===== src/rtl/fetch_stage.sv =====
// F stage of the five-stage MIPS pipeline: PC register, next-PC selection,
// fetch address-error detection and the F/D pipeline register.
module fetch_stage #(
  parameter logic [31:0] RESET_PC  = 32'h0000_3000,
  parameter logic [31:0] EXC_ENTRY = 32'h0000_4180,
  parameter logic [31:0] TEXT_LO   = 32'h0000_3000,
  parameter logic [31:0] TEXT_HI   = 32'h0000_6ffc
) (
  input  logic        clk,
  input  logic        reset,
  input  logic        stall,
  input  logic        req,
  input  logic [31:0] EPC,
  input  logic        D_eret,
  input  logic        D_BJ,
  input  logic        npc_sel,
  input  logic [31:0] npc_target,
  input  logic [31:0] i_inst_rdata,
  output logic [31:0] F_PC,
  output logic [31:0] D_Instr,
  output logic [31:0] D_PC,
  output logic [4:0]  D_ExcCode,
  output logic        D_BD
);

  localparam logic [4:0] EXC_NONE = 5'd0;
  localparam logic [4:0] EXC_ADEL = 5'd4;

  logic        f_adel;
  logic [31:0] f_instr;
  logic [4:0]  f_exc_code;
  logic [31:0] pc_plus4;

  // A faulting fetch enters D as a nop that carries the AdEL code and its PC.
  assign f_adel     = (F_PC[1:0] != 2'b00) || (F_PC < TEXT_LO) || (F_PC > TEXT_HI);
  assign f_instr    = f_adel ? 32'd0 : i_inst_rdata;
  assign f_exc_code = f_adel ? EXC_ADEL : EXC_NONE;
  assign pc_plus4   = F_PC + 32'd4;

  always_ff @(posedge clk or negedge reset) begin
    if (!reset) begin
      F_PC      <= RESET_PC;
      D_Instr   <= 32'd0;
      D_PC      <= 32'd0;
      D_ExcCode <= EXC_NONE;
      D_BD      <= 1'b0;
    end else if (req) begin
      F_PC      <= EXC_ENTRY;
      D_Instr   <= 32'd0;
      D_PC      <= EXC_ENTRY;
      D_ExcCode <= EXC_NONE;
      D_BD      <= 1'b0;
    end else if (!stall) begin
      if (D_eret) begin
        // eret has no delay slot, so the wrong-path fetch becomes a bubble
        F_PC      <= EPC;
        D_Instr   <= 32'd0;
        D_PC      <= EPC;
        D_ExcCode <= EXC_NONE;
        D_BD      <= 1'b0;
      end else begin
        F_PC      <= npc_sel ? npc_target : pc_plus4;
        D_Instr   <= f_instr;
        D_PC      <= F_PC;
        D_ExcCode <= f_exc_code;
        D_BD      <= D_BJ;
      end
    end
  end

endmodule


===== config.mk =====
export PLATFORM = sky130hd
export DESIGN_NAME = fetch_stage
export DESIGN_NICKNAME = d
export VERILOG_FILES = /design/src/rtl/fetch_stage.sv
export SDC_FILE = /design/constraint.sdc
export NUM_CORES = 1
export LEC_CHECK = 0
export ABC_AREA = 1
export CAP_MARGIN = 25
export CORE_AREA = 4 4 119 121
export DETAILED_ROUTE_END_ITERATION = 8
export DIE_AREA = 0 0 123 125
export PLACE_DENSITY = 0.75
export REMOVE_ABC_BUFFERS = 1
export SLEW_MARGIN = 20
export SYNTH_ARGS = -nofsm -noshare
export SYNTH_HDL_FRONTEND = slang
export SYNTH_SLANG_ARGS = --single-unit

===== constraint.sdc =====
create_clock -name clk -period 3.2 [get_ports clk]
set_input_delay 0.48 -clock clk [delete_from_list [all_inputs] [get_ports clk]]
set_output_delay 0.48 -clock clk [all_outputs]
set_load 0.02 [all_outputs]

==> impl_metrics.toml <==
[setup_path]
path_class = "flop to output port"
reg2reg_depth = 10
crit_buf_inv = 1
crit_path_max_incr_delay_ps = 640
rr_startpoint = "F_PC[3]"
worstReg2RegEnd = "F_PC[22]"
required_ps = 2720
crit_slowest_cell = "clkdlybuf4s50_1"
crit_arrival_ps = 1580
start_kind = "flop"
worstPathCellList = "clkdlybuf4s50_1"
crit_path_end_kind = "output port"
crit_cells = 1
r2r_slack_ps = 1360
crit_fanout = 7
critical-path-top-delay-family = "buffers and inverters"

[drt]
detail-route-antenna-nets = 0
drcViolationCount = 0
route.detailed.wl_per_inst_um = 15.4
vias = 5437
viasPerCell = 4.97
first_pass_iters = 5
drt_iter0_markers = 343
routed_wirelength_um = 16800

[sta]
max_freq_mhz = 487
hold_violations = 0
layout_min_cycle_time_ps = 2060
grt_setup_unrepaired = "no"
slew_viol_final = 0
setup_viol = 0
skew_ps = 10.3
max_slew_margin = 0.499
min_period_over_period = 0.642
worst_slew_pin_slew_ps = 751
setup_ws_ps = 1140

[floorplanning]
ioPinCount = 205
core-area_mm2 = 0.0131
die_area_mm2 = 0.0154
die_h_um = 125
start_util = 0.410
num_rows = 42
dieWidth_um = 123

[run]
maxCapViolations = 0

[yosys]
synthDistinctLibCells = 33
ys_ff_latch = 98
syn_area_per_cell_um2 = 7.40
ys_seq_area_frac = 0.457
synth_cells = 725
syn-cell-area_mm2 = 0.00537
yosys_warnings = 0

[power_and_ir_drop]
p_clk_frac = 0.358
power.leakage_uw = 0.00330
power.density_mw_per_mm2 = 389
pwr-share-seq = 0.448
p_sw_uw = 840
peakVddDrop_uv = 267
combPwrFrac = 0.194
p_int_uw = 2200
p_sw_frac = 0.276

[grt]
grt_pass1_wl_um = 27500
globalRouteOverflowTotal = 0
first_global_vias = 5397
antenna_found_initial = 0
track_usage = 0.222
grt_max_degree = 61

[finish]
area.growth.synth_to_final_pct = 45.4
drive_above_1_share = 0.0785
mostFrequentLayoutCells = "nand2_1, clkdlybuf4s50_1, dfrtp_1, nor2_1, o21ai_0"
final_nets = 1017
diodes = 0
final_core_util = 0.596
final_common_cell = "nand2_1"

[clock_network]
cts_root_buffer = "clkbuf_16"
cts.sinks = 98
h-tree-depth = 3
clock_latency_ps = 350
numCtsBuffers = 9
cts_tree = "built"
cts_resized = 0
clkTransAtPathRegs_ps = 60
postCtsSetupRepairBufs = 0
hold_buffers = 0
clockBufferDepth = 2

[placement]
pre_cts_slack_ps = 1090
hpwlAfterDp_um = 12300
port_buffers = 200
place_congestion = 0.888

[outcome]
status = "completed"

[hold_path]
worstHoldPathType = "primary input to async pin"
metal layers:
| layer | track usage | part of all wire |
|---|---|---|
| met2 | 0.358 | 0.47 |
| met1 | 0.284 | 0.42 |
| met4 | 0.0638 | 0.016 |
| met3 | 0.0736 | 0.099 |
| met5 | 0 | 0 |
worst max path at each step:
stage	from	to	slack, ps
6_report	F_PC[12]	F_PC[12]	1140
5_1_grt	F_PC[3]	F_PC[18]	1100
4_1_cts	F_PC[12]	F_PC[12]	1130
3_5_place_dp	stall	F_PC[0]	1090
3_3_place_gp	stall	F_PC[1]	1120
2_1_floorplan	stall	D_PC[14]	-960
logic make-up (layout without fill, tap and decap cells):
| family | after synthesis | in the layout | synth area share |
|---|---|---|---|
| fa+ha+maj | 1 | 1 | 0.00233 |
| buf+inv | 94 | 283 | 0.0758 |
| simple gates | 389 | 389 | 0.299 |
| compound gates | 139 | 139 | 0.160 |
| flops | 98 | 98 | 0.457 |
| other cells | 1 | 4 | 0.000699 |
| xor+xnor | 3 | 3 | 0.00490 |
synth_stat cells, drive strengths merged:
cell,count,share of area
a221oi,2,0.0033
nor2,105,0.080
a22o,4,0.0065
o22ai,6,0.0070
xor2,3,0.0049
a21boi,3,0.0042
dfstp,2,0.0098
conb,1,0.00070
nor3,3,0.0037
nand4,13,0.015
nand2,227,0.16
nor4,2,0.0023
clkbuf,21,0.015
a22oi,3,0.0042
inv,55,0.038
o21ai,105,0.12
o211ai,4,0.0056
nor3b,1,0.0014
clkinv,1,0.00070
nand3,38,0.037
dfrtp,96,0.45
buf,17,0.022
ha,1,0.0023
a21oi,12,0.011
cell type report:
cell class,instances,area [um2]
fillers,1230,5280
repair buffers,212,2100
inverters,56,210
flip-flops and latches,98,2450
well taps,176,220
multi-input cells,536,2530
clock inverters,4,52.6
clock buffers,11,243
power by group through the flow:
stage          logic, uW  clock network [uW]  registers, uW
2_1_floorplan        180                   0           1440
3_3_place_gp         590                   0           1380
3_5_place_dp         593                   0           1380
4_1_cts              596                1120           1360
5_1_grt              646                1160           1370
6_report             589                1090           1360
flip-flops by register name (all words and copies together) (netlist names):
register and count:
D_ExcCode 1, D_PC 32, F_PC 32, D_BD 1, D_Instr 32
stage by stage:
| step | cell area, um2 | hold WS [ps] | total power (uW) | cells | TNS [ps] |
|---|---|---|---|---|---|
| 6_report | 7800 | 119 | 3040 | 1093 | 0 |
| 5_1_grt | 7800 | 162 | 3180 | 1093 | 0 |
| 4_1_cts | 7800 | 133 | 3080 | 1093 | 0 |
| 3_5_place_dp | 7510 | 469 | 1980 | 1078 | 0 |
| 3_3_place_gp | 7510 | 462 | 1970 | 1078 | 0 |
| 2_1_floorplan | 5180 | 184 | 1620 | 690 | -29800 |
No activity file was read; power rests on OpenSTA's default activity.
